--- src/rtl/note_envelope_shaper.sv ---
// ADSR envelope and master gain applied to a signed tone stream, with a registered
// valid/ready output and a sticky overrun flag. Define NES_SAT_EN to saturate the output instead of wrapping it.
module note_envelope_shaper #(
    parameter int IN_W  = 32,
    parameter int ENV_W = 16
) (
    input  logic             clk,
    input  logic             rst,
    input  logic             gate,
    input  logic             trig,
    input  logic [IN_W-1:0]  in_data,
    input  logic             in_valid,
    input  logic [ENV_W-1:0] attack_step,
    input  logic [ENV_W-1:0] decay_step,
    input  logic [ENV_W-1:0] sustain_level,
    input  logic [ENV_W-1:0] release_step,
    input  logic [3:0]       gain_shift,
    output logic [IN_W-1:0]  out_data,
    output logic             out_valid,
    input  logic             out_ready,
    output logic             overrun,
    output logic [ENV_W-1:0] env_level,
    output logic [2:0]       env_state
);

    localparam int P_W = IN_W + ENV_W + 1;  // in_data * {0,env}
    localparam int G_W = IN_W + 16;         // width the gain shift is evaluated at
    localparam logic [ENV_W-1:0] ENV_MAX = '1;

    typedef enum logic [2:0] {
        ST_IDLE    = 3'd0,
        ST_ATTACK  = 3'd1,
        ST_DECAY   = 3'd2,
        ST_SUSTAIN = 3'd3,
        ST_RELEASE = 3'd4
    } env_state_t;

    env_state_t       state_q, state_d;
    logic [ENV_W-1:0] env_q, env_d;
    logic [IN_W-1:0]  out_data_q, out_data_d;
    logic             out_valid_q, out_valid_d;
    logic             overrun_q, overrun_d;

    logic [ENV_W:0]   att_sum;
    logic [ENV_W:0]   dec_diff;
    logic [ENV_W:0]   rel_diff;

    // Envelope arithmetic is done one bit wider so carries and borrows are visible before clamping.
    assign att_sum  = {1'b0, env_q} + {1'b0, attack_step};
    assign dec_diff = {1'b0, env_q} - {1'b0, decay_step};
    assign rel_diff = {1'b0, env_q} - {1'b0, release_step};

    // NOTE: every signal written in an always_comb gets a default first, so no path can infer a latch.
    always_comb begin
        state_d = state_q;
        env_d   = env_q;
        if (!gate && (state_q == ST_ATTACK || state_q == ST_DECAY || state_q == ST_SUSTAIN)) begin
            state_d = ST_RELEASE;
        end else if (gate && trig) begin
            state_d = ST_ATTACK;
        end else if (gate && (state_q == ST_IDLE || state_q == ST_RELEASE)) begin
            state_d = ST_ATTACK;
        end else if (in_valid) begin
            unique case (state_q)
                ST_ATTACK: begin
                    if (attack_step == '0 || att_sum >= {1'b0, ENV_MAX}) begin
                        env_d   = ENV_MAX;
                        state_d = ST_DECAY;
                    end else begin
                        env_d = att_sum[ENV_W-1:0];
                    end
                end
                ST_DECAY: begin
                    if (decay_step == '0 || env_q <= sustain_level || dec_diff[ENV_W]
                        || dec_diff[ENV_W-1:0] <= sustain_level) begin
                        env_d   = sustain_level;
                        state_d = ST_SUSTAIN;
                    end else begin
                        env_d = dec_diff[ENV_W-1:0];
                    end
                end
                ST_RELEASE: begin
                    if (release_step == '0 || rel_diff[ENV_W] || rel_diff[ENV_W-1:0] == '0) begin
                        env_d   = '0;
                        state_d = ST_IDLE;
                    end else begin
                        env_d = rel_diff[ENV_W-1:0];
                    end
                end
                ST_IDLE:    env_d = '0;
                default:    env_d = env_q;  // SUSTAIN holds the level latched at the end of DECAY
            endcase
        end
    end

    logic [P_W-1:0]  prod;
    logic [IN_W:0]   scaled;
    logic [G_W-1:0]  scaled_ext;
    logic [G_W-1:0]  gained;
    logic [IN_W-1:0] fitted;
    logic            unused_bits;

    // Sign-extended operands make the low P_W bits of the unsigned product the signed product.
    assign prod       = {{(P_W-IN_W){in_data[IN_W-1]}}, in_data} * {{(P_W-ENV_W){1'b0}}, env_q};
    assign scaled     = prod[P_W-1:ENV_W];
    assign scaled_ext = {{(G_W-IN_W-1){scaled[IN_W]}}, scaled};
    assign gained     = scaled_ext << gain_shift;

`ifdef NES_SAT_EN
    logic fits;
    assign fits        = (gained[G_W-1:IN_W-1] == '0) || (gained[G_W-1:IN_W-1] == '1);
    assign fitted      = fits ? gained[IN_W-1:0]
                              : {gained[G_W-1], {(IN_W-1){~gained[G_W-1]}}};
    assign unused_bits = ^prod[ENV_W-1:0];
`else
    assign fitted      = gained[IN_W-1:0];
    assign unused_bits = ^{prod[ENV_W-1:0], gained[G_W-1:IN_W]};
`endif

    always_comb begin
        out_data_d  = out_data_q;
        out_valid_d = out_valid_q;
        overrun_d   = overrun_q;
        if (in_valid && (!out_valid_q || out_ready)) begin
            out_data_d  = fitted;
            out_valid_d = 1'b1;
        end else if (in_valid) begin
            overrun_d = 1'b1;
        end else if (out_valid_q && out_ready) begin
            out_valid_d = 1'b0;
        end
    end

    // NOTE: state is updated with non-blocking assignments so every flop samples pre-edge values.
    always_ff @(posedge clk or negedge rst) begin
        if (!rst) begin
            state_q     <= ST_IDLE;
            env_q       <= '0;
            out_data_q  <= '0;
            out_valid_q <= 1'b0;
            overrun_q   <= 1'b0;
        end else begin
            state_q     <= state_d;
            env_q       <= env_d;
            out_data_q  <= out_data_d;
            out_valid_q <= out_valid_d;
            overrun_q   <= overrun_d;
        end
    end

    assign out_data  = out_data_q;
    assign out_valid = out_valid_q;
    assign overrun   = overrun_q;
    assign env_level = env_q;
    assign env_state = state_q;

endmodule

--- config.mk ---
export PLATFORM = sky130hd
export DESIGN_NAME = note_envelope_shaper
export DESIGN_NICKNAME = d
export VERILOG_FILES = /design/src/rtl/note_envelope_shaper.sv
export SDC_FILE = /design/constraint.sdc
export NUM_CORES = 2
export LEC_CHECK = 0
export ABC_CLOCK_PERIOD_IN_PS = 6700
export CAP_MARGIN = 30
export CORE_UTILIZATION = 55
export DETAILED_ROUTE_END_ITERATION = 8
export DONT_BUFFER_PORTS = 1
export PLACE_DENSITY = 0.74
export SLEW_MARGIN = 30
export SYNTH_ARGS = -nofsm -noshare
export SYNTH_HDL_FRONTEND = slang
export SYNTH_SLANG_ARGS = --single-unit
--- constraint.sdc ---
create_clock -name clk -period 6.7 [get_ports clk]
set_input_delay 1.005 -clock clk [delete_from_list [all_inputs] [get_ports clk]]
set_output_delay 1.005 -clock clk [all_outputs]
set_load 0.02 [all_outputs]
=== Yosys cells after proc, flatten, opt, wreduce, memory -nomap -nowiden ===
Cells that the tools add are included.

* Input bits: 106
* Logic and storage cells: 70
* Register bits after elaboration: 53

* Mux-type cells: 15
* Bitwise logic cells: 4
* Multipliers: 1
* Add/subtract/negate cells: 3
* Shift-type cells: 1
* Magnitude comparators: 3
* Equal/unequal tests: 8
* Reductions and logical operators: 30

{| class="wikitable"
|+ Operators with widths
! kind !! count
|-
| 16-bit zero test || 4
|-
| 16-bit case mux with 4 select lines || 1
|-
| 32-bit by 17-bit multiplier with 49-bit output || 1
|-
| 16-bit 2-to-1 mux || 3
|-
| 48-bit by 4-bit left shift with 32-bit output || 1
|-
| 16-bit by 16-bit subtractor with 17-bit output || 2
|-
| 16-bit less-or-equal comparator || 2
|-
| 3-bit 2-to-1 mux || 7
|-
| 16-bit by 16-bit adder with 17-bit output || 1
|-
| 17-bit by 16-bit >= comparator with 1-bit output (second input constant) || 1
|-
| 1-bit logical OR || 10
|-
| 5-bit by 1-bit != test with 1-bit output (second input constant) || 2
|-
| 5-bit AND reduction || 2
|-
| 3-bit case mux with 3 select lines || 1
|-
| 4-bit nonzero test || 2
|-
| 3-bit by 2-bit equality test with 1-bit output (second input constant) || 2
|-
| 6-bit nonzero test || 1
|-
| 1-bit logical AND || 5
|-
| 5-bit by 3-bit != test with 1-bit output (second input constant) || 1
|-
| 1-bit NOT || 4
|-
| 2-bit AND reduction || 2
|-
| 3-bit by 1-bit equality test with 1-bit output (second input constant) || 1
|-
| 3-bit equality test (second input constant) || 1
|-
| 3-bit zero test || 1
|-
| other kinds (4) || 7
|}

=== Logic depth before layout (Yosys ltp) ===
* Depth in word-level cells: 10
* Depth in mapped cells: 27

=== Least setup slack after synthesis ===
No wires, ideal clock.

* Path kind: input to register
* Start: input port in_data[22]
* End: register out_data_q[26], in the netlist out_data[26]
* Slack: -0.552 ns
* Data required time: 6.568 ns
* Stages on the path: 23
* Buffers on the path: 1
* Arrival time: 7.120 ns
* Setup time: 0.132 ns
* Cells stage by stage: clkbuf_1 -> nand2_1 -> fa_1 -> fa_1 -> inv_1 -> fa_1 -> fa_1 -> fa_1 -> inv_1 -> fa_1 -> inv_1 -> ha_1 -> a21o_1 -> o2bb2ai_1 -> o41ai_2 -> a2bb2oi_2 -> nand2_1 -> a221oi_4 -> a21boi_2 -> or4_1 -> a32o_1 -> a21oi_1 -> o211ai_1

* Cells in the longest elaborated chain, start to end: 2

{| class="wikitable"
|+ RTL lines
! element !! line !! RTL
|-
| start: declaration || 11 || <nowiki>input logic [IN_W-1:0] in_data,</nowiki>
|-
| 32-bit by 17-bit multiplier with 49-bit output || 104 || <nowiki>assign prod = {{(P_W-IN_W){in_data[IN_W-1]}}, in_data} * {{(P_W-ENV_W){1'b0}}, env_q};</nowiki>
|-
| 48-bit by 4-bit left shift with 32-bit output || 107 || <nowiki>assign gained = scaled_ext << gain_shift;</nowiki>
|-
| end signal: assignment || 145 || <nowiki>out_data_q <= out_data_d;</nowiki>
|-
| end: declaration || 40 || <nowiki>logic [IN_W-1:0] out_data_q, out_data_d;</nowiki>
|}

Every way passes these cells.
A chain may end at the register's enable or synchronous reset.

=== Worst setup path in the final report ===
* Start: input port in_data[10]
* End: register out_data_q[18], in the netlist out_data[18]

Same word-level chain as after synthesis.

==> qor.txt <==
STA
----------------------------------------------------------------------------------------
Worst max-slew margin expressed relative to the limit                             0.3841
Worst clock skew                                                              0.01296 ns
Fmax achieved                                                                 0.1452 GHz
Number of failing hold endpoints at the final stage                                    0
Final min period                                                                6.886 ns
Hold slack final                                                               0.3649 ns
Period utilization                                                                 1.028
Worst slew pin tran                                                            0.9229 ns
Endpoints failing setup                                                               22
Worst setup slack after layout                                                -0.1858 ns
Unrepaired setup endpoints after global routing                                     true
Pins Over Slew Limit                                                                   0

CLOCKING
----------------------------------------------------------------------------------------
Number of buffers inserted for hold repair after clock tree synthesis                  0
Clock tree from TritonCTS                                                           done
Num CTS Buffers                                                                        5
Worst skew pair latency                                                          0.32 ns
Clock slew at reported path FFs                                                  0.09 ns
Cell at the root of the clock tree                                             clkbuf_16
Clock net sink count                                                                  53
Largest buffer count on any clock path                                                 2
H-tree depth reported by CTS                                                           2

PLACE
----------------------------------------------------------------------------------------
Detailed Place HPWL                                                         60,570 microns
Area of placed instances                                                    27,280 sq um
I/O Buffers                                                                            0
Placed instance count                                                              3,565
Gpl congestion                                                                    0.9687
Pre-CTS setup slack                                                           -0.7089 ns

FLOORPLANNING
----------------------------------------------------------------------------------------
Die Y                                                                       214.2 microns
Die Footprint                                                               45,880 sq um
Die extent in x                                                             214.2 microns
Initial standard-cell utilization of the core                                     0.5588
Number of I/O pins                                                                   159
Total core area                                                             44,320 sq um
Rows                                                                                  77

FINAL LAYOUT
----------------------------------------------------------------------------------------
Area taken by flip-flops and latches                                          1336 sq um
Area used by multi-input combinational logic                                21,640 sq um
Area added between synthesis and finish                                           13.85%
Layout cell share with drive strength beyond 1                                    0.1594
Antenna cell count                                                                     0
Non-Filler Cell Area, Final                                                 28,190 sq um
Filler cell count                                                                  3,688
Number of non-filler instances in the completed layout                             3,597
Final #Nets                                                                        3,787

SYNTHESIS
----------------------------------------------------------------------------------------
Synth top cells by count                                                    inv_1, fa_1, nand2_1, and2_1, ha_1
Sequential-to-total area share from yosys stat                                   0.05355
Most area-consuming cells after synthesis                                   fa_1, ha_1, inv_1
Share of the synthesized area in compound gates (AO/OA/AOI/OAI)                   0.1257
Most frequent cell after synthesis                                                 inv_1
Syn. warnings                                                                          0
Syn_nets                                                                           3,655
Area share of the largest cell type after synthesis                               0.3921
Largest family of logic cells by synthesized area                            adder cells
Cell area after synthesis                                                   24,770 sq um
Post-synthesis mux area share                                                    0.02076
Cell type with the highest aggregate area in the netlist                            fa_1
Area share of and/or/nand/nor cells after synthesis                               0.1746
Post-synth ARST share                                                              1.000
Xor and xnor fraction of the mapped netlist area                                 0.02753
Post-synth EDFFs                                                                       0
Flip-flop and latch count after synthesis                                             53
Fraction of the mapped netlist area in adder cells                                0.4891
Unique cell type count in the Yosys netlist                                           98
Primary flip-flop cell chosen by synthesis mapping                               dfrtp_1
Post-synthesis instance total                                                      2,872
Syn_area_per_cell                                                            8.623 sq um

GLOBAL ROUTING
----------------------------------------------------------------------------------------
Vias in the first global route                                                    23,150
Global-route wire length before repair                                      120,500 microns
Residual overflow from global routing                                                  0
Total routing usage reported by global routing                                    0.3297
Largest net degree at the start of global routing                                     54
Number of antenna violations at the first check in global routing                      0

WORST HOLD PATH
----------------------------------------------------------------------------------------
Tightest Hold Check Type                                                     in -> async

ROUTING
----------------------------------------------------------------------------------------
Mean number of vias per cell                                                       5.875
DRT iter0 DRCs                                                                     1,559
Sum of routed wire length over all layers                                   73,310 microns
Number of search-and-repair iterations in the first detailed-routing pass              6
Residual antenna-violating net count after detailed routing                            0
DRC violation count after routing                                                      0
Drt wl/cell                                                                 20.38 microns
Total via count in the routed design                                              21,130

WORST SETUP PATH
----------------------------------------------------------------------------------------
Critical path class                                                            in -> reg
Worst-path maximum fanout                                                             16
Arrival time of data at the critical path endpoint                               7.11 ns
Crit start category                                                           input port
Crit end category                                                               register
Data required time at the worst endpoint                                         6.93 ns

STATUS
----------------------------------------------------------------------------------------
Status                                                                      complete, but fails checks
Failing checks                                                              setup timing

JOB
----------------------------------------------------------------------------------------
Count of max-cap constraint violations                                                 0

## worst max-delay path, cell delays in order
cell      delay (ns)
and2_4          0.14
fa_1            0.55
inv_2           0.04
fa_2            0.57
fa_1            0.44
fa_1            0.49
inv_1           0.05
fa_2            0.53
fa_1            0.44
ha_2            0.21
a211o_1         0.32
a2111o_1        0.30
nand4b_1        0.32
nand4_1         0.26
a32oi_2         0.15
xnor2_2         0.17
buf_4           0.15
mux2_4          0.28
mux4_2          0.49
o221ai_2        0.17
## per-layer routing
metal  GRT usage  part of all wire
met1      0.4249              0.41
met2      0.5787              0.50
met3     0.03319             0.060
met4      0.1145             0.036
met5           0                 0
## layout make-up
| type | instances | area share |
|---|---|---|
| flip-flops and latches | 53 | 0.04740 |
| well taps | 592 | 0.02627 |
| clock inverters | 2 | 0.001376 |
| clock buffers | 6 | 0.004571 |
| repair buffers | 260 | 0.07642 |
| inverters | 575 | 0.07655 |
| multi-input cells | 2109 | 0.7674 |
## flip-flops by register name, indices dropped and copies added, names as in the netlist
| name | cells |
|---|---|
| env_state | 3 |
| out_valid | 1 |
| out_data | 32 |
| env_level | 16 |
| overrun | 1 |
## timing repair
item | 4_1_cts | 5_1_grt
pin swaps | 31 | 46
setup endpoints to repair | 30 | 30
gates resized for setup | 54 | 73
setup buffers | 12 | 12
## worst paths after layout
path / startpoint / to / slack, ns / depth (start not counted)
min in group clk: out_data[1]$_DFFE_PN0P_ / out_data[1]$_DFFE_PN0P_ / 0.63 / 2
max in group asynchronous: rst / env_level[13]$_DFFE_PN0P_ / 6.20 / 0
min reg2reg: out_data[1]$_DFFE_PN0P_ / out_data[1]$_DFFE_PN0P_ / 0.63 / 2
max reg2reg: env_level[6]$_DFFE_PN0P_ / out_data[18]$_DFFE_PN0P_ / -0.17 / 22
max: in_data[10] / out_data[18]$_DFFE_PN0P_ / -0.19 / 20
min: rst / out_data[11]$_DFFE_PN0P_ / 0.36 / 0
## logic make-up (layout without fill, tap and decap cells)
kind of cell | after synthesis | in the layout
mux | 38 | 38
buf+inv | 710 | 843
simple gates | 873 | 873
compound gates | 444 | 444
xor+xnor | 77 | 77
fa+ha+maj | 677 | 677
flops | 53 | 53
## through the flow
step	setup TNS [ns]	util
after floorplan	-3.340	-
after global placement	-11.61	0.6155
after detailed placement	-14.12	0.6155
after CTS	-0.8884	0.6271
after global routing	-7.634	0.6362
final	-1.757	0.6362
## cell usage in the layout (no fill, tap or decap), types with 42 or more instances in the layout
master and count:
buf_4 241, fa_1 469, a21o_1 52, ha_1 179
and2_1 215, nand2_1 375, o21ai_0 46, xnor2_1 42
nor2_1 71, a21oi_1 98, inv_1 563, dfrtp_1 45
Power is not shown: default switching activity piles up to over one toggle a cycle in this logic, so the estimate is an artifact.
